`src/rtl/if_fetch_queue.sv`:
```
// Instruction fetch queue between the PC register and IF/ID: issues in-order
// fetches, buffers returned words with their PCs and presents them to decode.
module if_fetch_queue #(
    parameter int unsigned DEPTH   = 4,
    parameter logic [31:0] ADDR_LO = 32'h0000_3000,
    parameter logic [31:0] ADDR_HI = 32'h0000_4ffc
) (
    input  logic        clk,
    input  logic        reset,
    input  logic [31:0] pc,
    output logic        pc_adv,
    input  logic        flush,
    output logic        im_req,
    output logic [31:0] im_addr,
    input  logic        im_gnt,
    input  logic        im_rvalid,
    input  logic [31:0] im_rdata,
    output logic        id_valid,
    output logic [31:0] id_instr,
    output logic [31:0] id_pc,
    output logic [4:0]  id_exc,
    input  logic        id_ready
);

    localparam int unsigned PW = $clog2(DEPTH);
    localparam int unsigned CW = PW + 1;
    localparam logic [4:0]  EXC_NONE = 5'd0;
    localparam logic [4:0]  EXC_ADEL = 5'd4;

    typedef struct packed {
        logic        filled;
        logic [31:0] pc;
        logic [31:0] instr;
        logic [4:0]  exc;
    } entry_t;

    entry_t        q       [DEPTH];
    // Queue slot of every outstanding request, oldest first; responses return in order.
    logic [PW-1:0] req_idx [DEPTH];

    logic [PW-1:0] head, tail, req_rd, req_wr;
    logic [CW-1:0] count, pend_cnt, drop_cnt;

    logic          bad_pc, space;
    logic          alloc_good, alloc_bad, alloc;
    logic          rsp_drop, rsp_fill, pop;
    logic [CW:0]   occ, flush_drop;
    entry_t        head_e;

    // Allocation and handshake decisions
    always_comb begin
        bad_pc     = (pc[1:0] != 2'b00) | (pc < ADDR_LO) | (pc > ADDR_HI);
        occ        = (CW+1)'(count) + (CW+1)'(drop_cnt);
        space      = reset & ~flush & (occ < (CW+1)'(DEPTH));
        alloc_good = space & ~bad_pc & im_gnt;
        alloc_bad  = space & bad_pc;
        alloc      = alloc_good | alloc_bad;
        im_req     = space & ~bad_pc;
        im_addr    = pc;
        pc_adv     = alloc;

        rsp_drop   = im_rvalid & ~flush & (drop_cnt != '0);
        rsp_fill   = im_rvalid & ~flush & (drop_cnt == '0) & (pend_cnt != '0);

        // Stale responses owed after a flush; a response in the flush cycle is one of them.
        flush_drop = (CW+1)'(drop_cnt) + (CW+1)'(pend_cnt);
        if (im_rvalid && (flush_drop != '0)) begin
            flush_drop = flush_drop - (CW+1)'(1);
        end
    end

    // Head presentation
    always_comb begin
        head_e   = q[head];
        id_valid = (count != '0) & head_e.filled;
        id_instr = id_valid ? head_e.instr : 32'd0;
        id_pc    = id_valid ? head_e.pc    : 32'd0;
        id_exc   = id_valid ? head_e.exc   : EXC_NONE;
        pop      = id_valid & id_ready & ~flush;
    end

    // Queue, request ring and counters
    always_ff @(posedge clk or negedge reset) begin
        if (!reset) begin
            head     <= '0;
            tail     <= '0;
            req_rd   <= '0;
            req_wr   <= '0;
            count    <= '0;
            pend_cnt <= '0;
            drop_cnt <= '0;
            for (int unsigned i = 0; i < DEPTH; i++) begin
                q[i]       <= '0;
                req_idx[i] <= '0;
            end
        end else if (flush) begin
            head     <= '0;
            tail     <= '0;
            req_rd   <= '0;
            req_wr   <= '0;
            count    <= '0;
            pend_cnt <= '0;
            drop_cnt <= CW'(flush_drop);
        end else begin
            if (alloc) begin
                q[tail].filled <= alloc_bad;
                q[tail].pc     <= pc;
                q[tail].instr  <= 32'd0;
                q[tail].exc    <= alloc_bad ? EXC_ADEL : EXC_NONE;
                tail           <= tail + PW'(1);
            end
            if (alloc_good) begin
                req_idx[req_wr] <= tail;
                req_wr          <= req_wr + PW'(1);
            end
            if (rsp_fill) begin
                q[req_idx[req_rd]].filled <= 1'b1;
                q[req_idx[req_rd]].instr  <= im_rdata;
                q[req_idx[req_rd]].exc    <= EXC_NONE;
                req_rd                    <= req_rd + PW'(1);
            end
            if (pop) begin
                head <= head + PW'(1);
            end
            if (rsp_drop) begin
                drop_cnt <= drop_cnt - CW'(1);
            end
            count    <= count + CW'(alloc) - CW'(pop);
            pend_cnt <= pend_cnt + CW'(alloc_good) - CW'(rsp_fill);
        end
    end

endmodule

```
`config.mk`:
```
export PLATFORM = sky130hd
export DESIGN_NAME = if_fetch_queue
export DESIGN_NICKNAME = d
export VERILOG_FILES = /design/src/rtl/if_fetch_queue.sv
export SDC_FILE = /design/constraint.sdc
export NUM_CORES = 1
export LEC_CHECK = 0
export ABC_AREA = 1
export CAP_MARGIN = 0
export CORE_UTILIZATION = 50
export CTS_BUF_LIST = sky130_fd_sc_hd__clkbuf_8
export DETAILED_ROUTE_END_ITERATION = 8
export GPL_TIMING_DRIVEN = 0
export MAX_ROUTING_LAYER = met4
export PLACE_DENSITY = 0.83
export SETUP_SLACK_MARGIN = 0.15
export SLEW_MARGIN = 10
export SYNTH_ARGS = -nofsm -noshare
export SYNTH_HDL_FRONTEND = slang
export SYNTH_SLANG_ARGS = --single-unit
export TNS_END_PERCENT = 10
```
`constraint.sdc`:
```
create_clock -name clk -period 5.5 [get_ports clk]
set_input_delay 1.1 -clock clk [delete_from_list [all_inputs] [get_ports clk]]
set_output_delay 1.1 -clock clk [all_outputs]
set_load 0.03 [all_outputs]
```
# Word-level counts from Yosys, hierarchy flattened
# Index checks and enable logic that the tools add are counted.
# classes
n_reduce_logical	16
n_bitwise	22
n_addsub	12
n_lt_le_gt_ge	11
muxes	50
# op_table
operator	n
280-bit bitwise mux	7
70-bit demux with 2-bit select	7
280-bit 2-to-1 mux	3
70-bit 2-to-1 mux	4
70-bit binary-select mux with 2-bit select	1
37-bit 2-to-1 mux	2
69-bit 2-to-1 mux	1
32-bit 2-to-1 mux	2
32-bit by 15-bit greater-than comparator with 1-bit output (second input constant)	1
32-bit by 14-bit < comparator with 1-bit output (second input constant)	1
2-bit 2-to-1 mux	11
3-bit 2-to-1 mux	6
3-bit greater-or-equal comparator (second input constant)	5
5-bit 2-to-1 mux	3
2-bit inverter with 3-bit output	5
1-bit bitwise AND	12
2-bit nonzero test	6
3-bit by 1-bit < comparator with 1-bit output (second input constant)	3
3-bit nonzero test	3
2-bit by 1-bit adder with 2-bit output (second input constant)	4
3-bit by 3-bit adder with 4-bit output	2
8-bit bitwise mux	1
3-bit by 1-bit adder with 3-bit output	2
3-bit by 1-bit subtractor with 3-bit output	2
other kinds (10)	17
# word_totals
elab_cells	138
ff_bits	305
output_inout_bits	104
in_bits	70

# Longest topological paths before layout
# Gate-level depths: netlist (run 1).
# logic_depth
ltp_word	15
ltp_mapped	15
mapped_depth_nobuf	14

# Worst setup path before layout (run 1)
# OpenSTA, ideal clock, no wires.
# synth_timing
path_type	input to register
start	input port flush
end	register pend_cnt[2]
stages	14
setup_slack_ps	1888
arrival_time_ps	3526
path_buffers	1
setup_ps	86
cell_sequence	nor2_1 -> nand2_1 -> nor2_2 -> inv_2 -> nor3_2 -> nand2_1 -> clkbuf_1 -> ha_1 -> inv_1 -> ha_1 -> inv_1 -> fa_1 -> and3_1 -> nor3_1
# synth_between
elab_chain_len	8
# synth_rtl
item	line_no	source
start, declared	12	input logic flush,
1-bit inverter (no line)	-	
1-bit bitwise AND (2 in series)	54	space = reset & ~flush & (occ < (CW+1)'(DEPTH));
1-bit bitwise AND	-	
named net im_req	13	output logic im_req,
1-bit bitwise AND	55	alloc_good = space & ~bad_pc & im_gnt;
3-bit by 1-bit adder with 3-bit output	129	pend_cnt <= pend_cnt + CW'(alloc_good) - CW'(rsp_fill);
3-bit by 1-bit subtractor with 3-bit output	129	
3-bit 2-to-1 mux	96	end else if (flush) begin
end signal, assigned	129	
end, declared	42	logic [CW-1:0] count, pend_cnt, drop_cnt;
# The timed path passes the listed nets, and every way through them passes these cells.
# A chain may end at the register's enable or synchronous reset.

# Worst setup path after layout (run 1)
# layout_timing
start	register head[0]
end	output port id_exc[0]
# layout_between
elab_chain_len	6
# layout_rtl
item	line_no	source
start, declared	41	logic [PW-1:0] head, tail, req_rd, req_wr;
start signal, assigned	123	head <= head + PW'(1);
2-bit inverter with 3-bit output (implied by the code) (*)	74	head_e = q[head];
70-bit binary-select mux with 2-bit select (*)	74	
70-bit 2-to-1 mux (implied by the code) (*) (2 in series)	74	
1-bit bitwise AND	75	id_valid = (count != '0) & head_e.filled;
5-bit 2-to-1 mux (*)	78	id_exc = id_valid ? head_e.exc : EXC_NONE;
end, declared	21	output logic [4:0] id_exc,
# Mark *: on every way between the ends. The rest lies on a longest branch, timed or not. The select of a mux whose other input is x is not followed.

==> Implementation_results.wiki, run 1 <==
{| class="wikitable"
! Metric !! Value
|-
| Number of global-route vias before repair || 14300
|-
| Routing layer with the top usage in global route || met2
|-
| Kind of critical path || register to output pin
|-
| Post-Syn Instances || between 1500 and 2000
|-
| Non-filler cells in the finished layout || 2577
|-
| Avg Inst Size Synth || 7.81 um2
|-
| HPWL after DPL || ~31 mm
|-
| WP data arrival || 3.96 ns
|-
| Antenna Nets Post-Route || 0
|-
| Final GP Congestion || 0.901
|-
| Total of buffers placed on input and output ports || 172
|-
| DRC violations left || 0
|-
| Top fanout value on the critical path || 10
|-
| Number of DRC markers in iteration 0 || approximately 1600
|-
| Post-synth top area cell || sky130_fd_sc_hd__dfrtp_1
|-
| Met2 Use GR || approximately 47%
|-
| FILL cells || 2453
|-
| Share of synthesized registers carrying an async set or reset || 100%
|-
| Slew headroom || approximately 46%
|-
| Iteration count of the initial detailed-routing pass || 5
|-
| PD cells || approximately 460 mW/mm2
|-
| Final count of pins violating max slew || 0
|-
| Starting Density || between 50% and 60%
|-
| Vias post-DR || between 10000 and 15000
|-
| Total GRT Usage || slightly above 30%
|-
| Site row count || 63
|-
| CTS Hold Bufs || 0
|-
| Ratio of cells with drive above 1 in the final layout || about 8.5%
|-
| Syn nets || around 2000
|-
| Top cells by area in the synthesized netlist || sky130_fd_sc_hd__dfrtp_1, sky130_fd_sc_hd__nand2_1, sky130_fd_sc_hd__nor2_1, sky130_fd_sc_hd__o21ai_0, sky130_fd_sc_hd__nand4_1
|-
| Synthesis-stage register bit count || slightly above 300
|-
| Final Hold Viols || 0
|-
| Core area || slightly below 0.03 mm2
|-
| Floorplan die width || between 150 and 200 um
|-
| Clock-pin slew reported for the worst setup and hold paths after clock tree synthesis || roughly 0.060 ns
|-
| Total detailed-routing wirelength || about 46 mm
|-
| Slowest stage cell on the critical path || sky130_fd_sc_hd__clkdlybuf4s50_1
|-
| Setup repair bufs after CTS || 0
|-
| Largest net degree at the start of global routing || between 100 and 150
|-
| Number of ports placed on the die boundary || around 170
|-
| Sort of element at the end of the critical path || output pin
|-
| Clock Path Buffers || 3
|-
| Ranking of synthesized cells by instance count || sky130_fd_sc_hd__nand2_1, sky130_fd_sc_hd__nor2_1, sky130_fd_sc_hd__dfrtp_1, sky130_fd_sc_hd__o21ai_0, sky130_fd_sc_hd__nand4_1
|-
| Number of buffers added by the clock tree synthesis step || 51
|-
| Crit-path most repeated cell || sky130_fd_sc_hd__buf_2
|-
| Final core occ || between 60% and 70%
|-
| Total of cells resized after clock tree synthesis || 0
|-
| Most common cell in the synthesized netlist || sky130_fd_sc_hd__nand2_1
|-
| Number of placed cells counting well taps || approximately 2500
|-
| Number of antenna violations at the first check in global routing || 0
|-
| Sink count of the clock tree || 305
|-
| Number of setup violations in the final report || 0
|-
| Class of the tightest hold or removal check || primary input to async pin
|-
| CP peak stage delay || 0.75 ns
|-
| Yosys Warn Count || 0
|-
| Netlist area before placement || 0.0150 mm2
|-
| Die height || 175 um
|-
| Launching element type of the critical path || register
|-
| Number of inserted diodes || 0
|-
| Crit path time final || a little over 5 ns
|-
| Post-route worst hold slack || between 0.3 and 0.4 ns
|-
| First-pass GRT wire length || 72.6 mm
|-
| Number of maximum-capacitance violations || 0
|-
| Vias per inst || roughly 5.7
|-
| P_leak || 9.05 nW
|-
| RSZ-0062 raised after global routing || false
|-
| Slew at the pin closest to its max-slew limit || approximately 0.8 ns
|-
| Sequence of cells on the critical path || buf_2 -> inv_1 -> buf_2 -> buf_2 -> clkbuf_1 -> o21ai_0 -> a21oi_1 -> clkdlybuf4s50_1
|-
| TritonCTS clock tree || done
|-
| CTS HTree Levels || 2
|-
| Final #Nets || ~2200
|-
| Distinct cells, synth || 31
|-
| Clock Latency Late Sink || roughly 0.59 ns
|-
| Highest Clock Rate || approximately 0.20 GHz
|-
| Share of synthesized area occupied by flip-flops and latches || between 50 and 60%
|-
| Area share of the largest cell type after synthesis || 50.9%
|-
| Worst IR drop on VDD || approximately 0.00024 V
|-
| Root Driver || sky130_fd_sc_hd__clkbuf_8
|-
| Met1 demand-to-capacity share in global routing || 39.7%
|-
| GR met3 Demand/Resource || 5.31%
|-
| Final Cycle Share || between 90% and 100%
|-
| Grt total ovfl || 0
|-
| EDFF count, synth || 0
|-
| Routed length per placed instance || around 18 um
|-
| Total Die Area || 0.0307 mm2
|-
| Area Growth Syn to Fin || 22.9%
|-
| Flip-flop cell with the highest count after synthesis || sky130_fd_sc_hd__dfrtp_1
|-
| Worst clock skew || between 0.02 and 0.03 ns
|-
| Data required time of the critical path || 4.40 ns
|-
| Outcome || completed
|}
worst max-delay path, delay by kind of cell (launching register included):
family	cells	cell delay, ns
AO/OA/AOI/OAI	2	0.50
buffers and inverters	6	2.53
flip-flops	1	0.35
flip-flops by register name, summed over array words and instances (netlist names):
| name | flops |
|---|---|
| q | 280 |
| pend_cnt | 3 |
| tail | 2 |
| req_idx | 8 |
| drop_cnt | 3 |
| req_rd | 2 |
| req_wr | 2 |
| count | 3 |
| head | 2 |
routing by layer:
layer	routed length, um	vias to the layer above
met4	1990	0
met1	18100	7012
met2	21200	828
met3	4450	144
met5	0	-
li1	-	6683
kinds of logic after synthesis:
logic type,share of synthesized area (%)
buffers and inverters,7.76
adders and majority gates,2.07
and+or+nand+nor,26.5
AOI/OAI and AO/OA,12.5
DFF,50.9
xor gates and xnor gates,0.234
where the power goes:
group / switching (mW) / internal (mW) / leakage [nW] / total (mW)
clock: 0.913 / 1.29 / 0.640 / 2.20
combinational: 2.17 / 1.10 / 4.31 / 3.26
sequential: 0.254 / 2.67 / 4.10 / 2.93
total: 3.33 / 5.05 / 9.05 / 8.39
through the flow:
step	power, mW	setup WS (ns)	TNS [ns]	area, um2
CTS	8.35	0.555	0	18400
detailed placement	6.15	0.598	0	17300
global placement	6.04	-9.52	-5387.91	17200
floorplan	4.89	1.89	0	15000
global route	8.81	0.361	0	18400
finish	8.39	0.440	0	18400
layout by cell type, fill, tap and decap left out, types with 65 or more instances in the layout:
master,count
sky130_fd_sc_hd__inv_1,102
sky130_fd_sc_hd__nand2_1,489
sky130_fd_sc_hd__clkdlybuf4s50_1,171
sky130_fd_sc_hd__clkbuf_1,65
sky130_fd_sc_hd__clkbuf_8,68
sky130_fd_sc_hd__nor2_1,309
sky130_fd_sc_hd__o21ai_1,96
sky130_fd_sc_hd__o21ai_0,191
sky130_fd_sc_hd__a21oi_1,80
sky130_fd_sc_hd__nand4_1,101
sky130_fd_sc_hd__dfrtp_1,305
area by class of cell:
type                            count  area [um2]  share of cell area (%)
Timing Repair Buffer              175        1810                    9.82
Tap cell                          390         488                    2.65
Sequential cell                   305        7630                    41.4
Clock inverter                     23         198                    1.07
Clock buffer                       68         936                    5.08
Multi-Input combinational cell   1361        6200                    33.6
Inverter                           95         357                    1.94
Buffer                            160         807                    4.38
final timing paths:
kind | startpoint | end | slack, ns | cells after the start
max | head[0]$_DFFE_PN0P_ | id_exc[0] | 0.44 | 8
min | reset | q[94]$_DFFE_PN0N_ | 0.36 | 1
max reg2reg | head[0]$_DFFE_PN0P_ | count[2]$_DFF_PN0_ | 1.81 | 15
min reg2reg | q[203]$_DFFE_PN0P_ | q[203]$_DFFE_PN0P_ | 0.48 | 2
max in group asynchronous | reset | q[204]$_DFFE_PN0P_ | 3.99 | 3
min in group clk | q[203]$_DFFE_PN0P_ | q[203]$_DFFE_PN0P_ | 0.48 | 2
Power figures use the tool's default switching activity.
==> run 2, diff against run 1 <==
CORE_ASPECT_RATIO = 1.25   (was not set)
SLEW_MARGIN = 0   (was 10)
==> Implementation_results.wiki, run 2 (same netlist as run 1, synthesis figures left out) <==
{| class="wikitable"
! Metric !! Value
|-
| Outcome || completed
|-
| Final #Nets || 2237 (-0.22%)
|-
| Non-filler cells in the finished layout || 2572 (-0.19%)
|-
| First-pass GRT wire length || 71.8 mm (-1.2%)
|-
| Clock Latency Late Sink || 0.59 ns (about the same)
|-
| Die height || 196 um (+12%)
|-
| Setup repair bufs after CTS || 0 (unchanged)
|-
| Total detailed-routing wirelength || 44.9 mm (-1.8%)
|-
| Top fanout value on the critical path || 10 (unchanged)
|-
| Number of setup violations in the final report || 0 (unchanged)
|-
| Finished layout cell area || 0.0182 mm2 (-1.1%)
|-
| Worst Reg2Reg Path Length in Cells || 15 (unchanged)
|-
| Crit. Startpoint || head[0]$_DFFE_PN0P_
|-
| Final count of pins violating max slew || 0 (unchanged)
|-
| Sequence of cells on the critical path || buf_2 -> inv_1 -> buf_2 -> buf_2 -> clkbuf_1 -> o21ai_0 -> a21oi_1 -> clkdlybuf4s50_1
|-
| Area post-placement || 0.0173 mm2 (-0.12%)
|-
| Total buffers and inverters traversed by the critical path || 6 (unchanged)
|-
| Number of antenna violations at the first check in global routing || 0 (unchanged)
|-
| Iteration count of the initial detailed-routing pass || 5 (unchanged)
|-
| Floorplan die width || 157 um (-10%)
|-
| Final Hold Viols || 0 (unchanged)
|-
| CTS Hold Bufs || 0 (unchanged)
|-
| Reported net switching power || 3.27 mW (-1.9%)
|-
| Slew headroom || 36.4% (-9.5 points)
|-
| FILL cells || 2480 (+1.1%)
|-
| Max reg flops || 280 (unchanged)
|-
| TritonCTS clock tree || done
|-
| Vias per inst || 5.62 (-1.2%)
|-
| Logic gate share of total power || 39.8% (+0.9 points)
|-
| Routed length per placed instance || 17.5 um (-1.6%)
|-
| Number of ports placed on the die boundary || 174 (unchanged)
|-
| Data required time of the critical path || 4.40 ns (about the same)
|-
| Switching part of the total power || 40.6% (+0.84 points)
|-
| Number of buffers added by the clock tree synthesis step || 47 (-7.8%)
|-
| Grt total ovfl || 0 (unchanged)
|-
| Total of cells resized after clock tree synthesis || 0 (unchanged)
|-
| Total GRT Usage || 30.8% (about the same)
|-
| Final GP Congestion || 0.888 (-1.5%)
|-
| Most frequent standard cell in the layout excluding fill and tap cells || sky130_fd_sc_hd__nand2_1
|-
| RSZ-0062 raised after global routing || false
|-
| P_leak || 8.93 nW (-1.3%)
|-
| Internal power || 4.79 mW (-5.3%)
|-
| Number of inserted diodes || 0 (unchanged)
|-
| Critical Path Sink || id_instr[31]
|-
| HPWL after DPL || 31.2 mm (-0.65%)
|-
| Number of DRC markers in iteration 0 || 1378 (-16%)
|-
| Register ranked first by flip-flop count || q
|-
| Vias post-DR || 14500 (-1.4%)
|-
| Area Growth Syn to Fin || 21.5%
|-
| Crit path time final || 5.10 ns (+0.0387 ns)
|-
| Most used cells in the layout excluding fill and tap cells || sky130_fd_sc_hd__nand2_1, sky130_fd_sc_hd__nor2_1, sky130_fd_sc_hd__dfrtp_1
|-
| CTS HTree Levels || 2 (unchanged)
|-
| CP peak stage delay || 0.74 ns (about the same)
|-
| Number of global-route vias before repair || 14200 (-0.44%)
|-
| Class of the tightest hold or removal check || register to register
|-
| Endpoint of the worst-slack reg-to-reg timing path || count[2]$_DFF_PN0_
|-
| Final Cycle Share || 92.7% (+0.70 points)
|-
| Worst-case register-to-register setup slack || 1.87 ns (+0.06 ns)
|-
| Largest net degree at the start of global routing || 119 (+7.2%)
|-
| Sink count of the clock tree || 305 (unchanged)
|-
| Clock Path Buffers || 3 (unchanged)
|-
| Slew at the pin closest to its max-slew limit || 0.954 ns (+0.142 ns)
|-
| Worst flop-to-flop path startpoint || head[0]$_DFFE_PN0P_
|-
| PD cells || 442 mW/mm2 (-2.9%)
|-
| WP data arrival || 4.00 ns (+0.04 ns)
|-
| Number of maximum-capacitance violations || 0 (unchanged)
|-
| Root Driver || sky130_fd_sc_hd__clkbuf_8
|-
| Starting Density || 51.1% (+0.38 points)
|-
| Number of placed cells counting well taps || 2491 (+0.20%)
|-
| Clock network fraction of total power || 23.8% (-2.4 points)
|-
| Antenna Nets Post-Route || 0 (unchanged)
|-
| CP Depth || 8 (unchanged)
|-
| Launching element type of the critical path || register
|-
| Ratio of cells with drive above 1 in the final layout || 8.00% (-0.46 points)
|-
| Kind of critical path || register to output pin
|-
| Top cell family by delay on the critical path || buffers and inverters
|-
| Leading registers by flop count || q x280, req_idx x8
|-
| Crit-path most repeated cell || sky130_fd_sc_hd__buf_2
|-
| Total Die Area || 0.0307 mm2 (about the same)
|-
| Highest Clock Rate || 0.196 GHz (-0.76%)
|-
| Worst IR drop on VDD || 0.000222 V (-8.1%)
|-
| Site row count || 70 (+11%)
|-
| Reg power frac || 36.3% (+1.4 points)
|-
| Slowest stage cell on the critical path || sky130_fd_sc_hd__clkdlybuf4s50_1
|-
| Sort of element at the end of the critical path || output pin
|-
| Worst clock skew || 0.0274 ns (+0.00128 ns)
|-
| Clock-pin slew reported for the worst setup and hold paths after clock tree synthesis || 0.06 ns (about the same)
|-
| DRC violations left || 0 (unchanged)
|-
| Setup TNS || 0 ns (unchanged)
|-
| Core area || 0.0293 mm2 (-0.74%)
|-
| Total of buffers placed on input and output ports || 172 (unchanged)
|}
[run 2: cell types whose count changed in the layout (fill, tap and decap cells not counted)]
cell	delta
sky130_fd_sc_hd__clkinvlp_4	+3
sky130_fd_sc_hd__buf_16	-1
sky130_fd_sc_hd__clkinv_2	-2
sky130_fd_sc_hd__clkbuf_8	-8
sky130_fd_sc_hd__bufinv_16	-3
[run 2: power groups by stage]
stage | Combinational [mW] | Clock (mW) | Sequential (mW)
2_1_floorplan | 2.01 | 0 | 2.88
3_3_place_gp | 3.09 | 0 | 2.93
3_5_place_dp | 3.17 | 0 | 2.95
4_1_cts | 3.19 | 1.93 | 2.92
5_1_grt | 3.49 | 2.02 | 2.97
6_report | 3.21 | 1.92 | 2.93
[run 2: final cells by class]
cell class	count	area, um2	area share (%)
clock inverters	21	120	0.659
well taps	396	495	2.72
clock buffers	60	826	4.53
inverters	95	357	1.96
multi-input cells	1361	6200	34.0
flip-flops and latches	305	7630	41.9
plain buffers	160	807	4.43
repair buffers	174	1780	9.78
[run 2: how the worst min path moves through the flow]
stage / startpoint / to / slack, ns / depth (start not counted)
after floorplan: q[69]$_DFFE_PN0N_ / q[69]$_DFFE_PN0N_ / 0.44 / 2
after global placement: q[69]$_DFFE_PN0N_ / q[69]$_DFFE_PN0N_ / 0.46 / 2
after detailed placement: q[69]$_DFFE_PN0N_ / q[69]$_DFFE_PN0N_ / 0.46 / 2
after CTS: q[69]$_DFFE_PN0N_ / q[69]$_DFFE_PN0N_ / 0.48 / 2
after global routing: q[1]$_DFFE_PN0N_ / q[1]$_DFFE_PN0N_ / 0.51 / 2
final: q[69]$_DFFE_PN0N_ / q[69]$_DFFE_PN0N_ / 0.48 / 2
[run 2: stage by stage]
stage                     total power [mW]  hold slack (ns)  utilization (%)  setup slack [ns]
after floorplan                       4.89            0.444                -              1.89
final                                 8.06            0.476             62.1             0.401
after global routing                  8.49            0.508             62.1             0.264
after global placement                6.02            0.460             58.7             -9.64
after detailed placement              6.12            0.464             58.9             0.470
after CTS                             8.03            0.478             62.1             0.465
[run 2: routing by layer]
layer  vias up  GRT usage [%]  routed length, um
met5         -              -                  0
met3       159           3.84               3760
met2       720           50.5              22200
li1       6676              -                  -
met4         0           14.2               1760
met1      6911           37.7              17200
[run 2: worst min-delay path, cell delays in order (launching register included)]
cell	delay, ns
sky130_fd_sc_hd__dfrtp_1	0.34
sky130_fd_sc_hd__nand2_1	0.05
sky130_fd_sc_hd__nand2_1	0.06
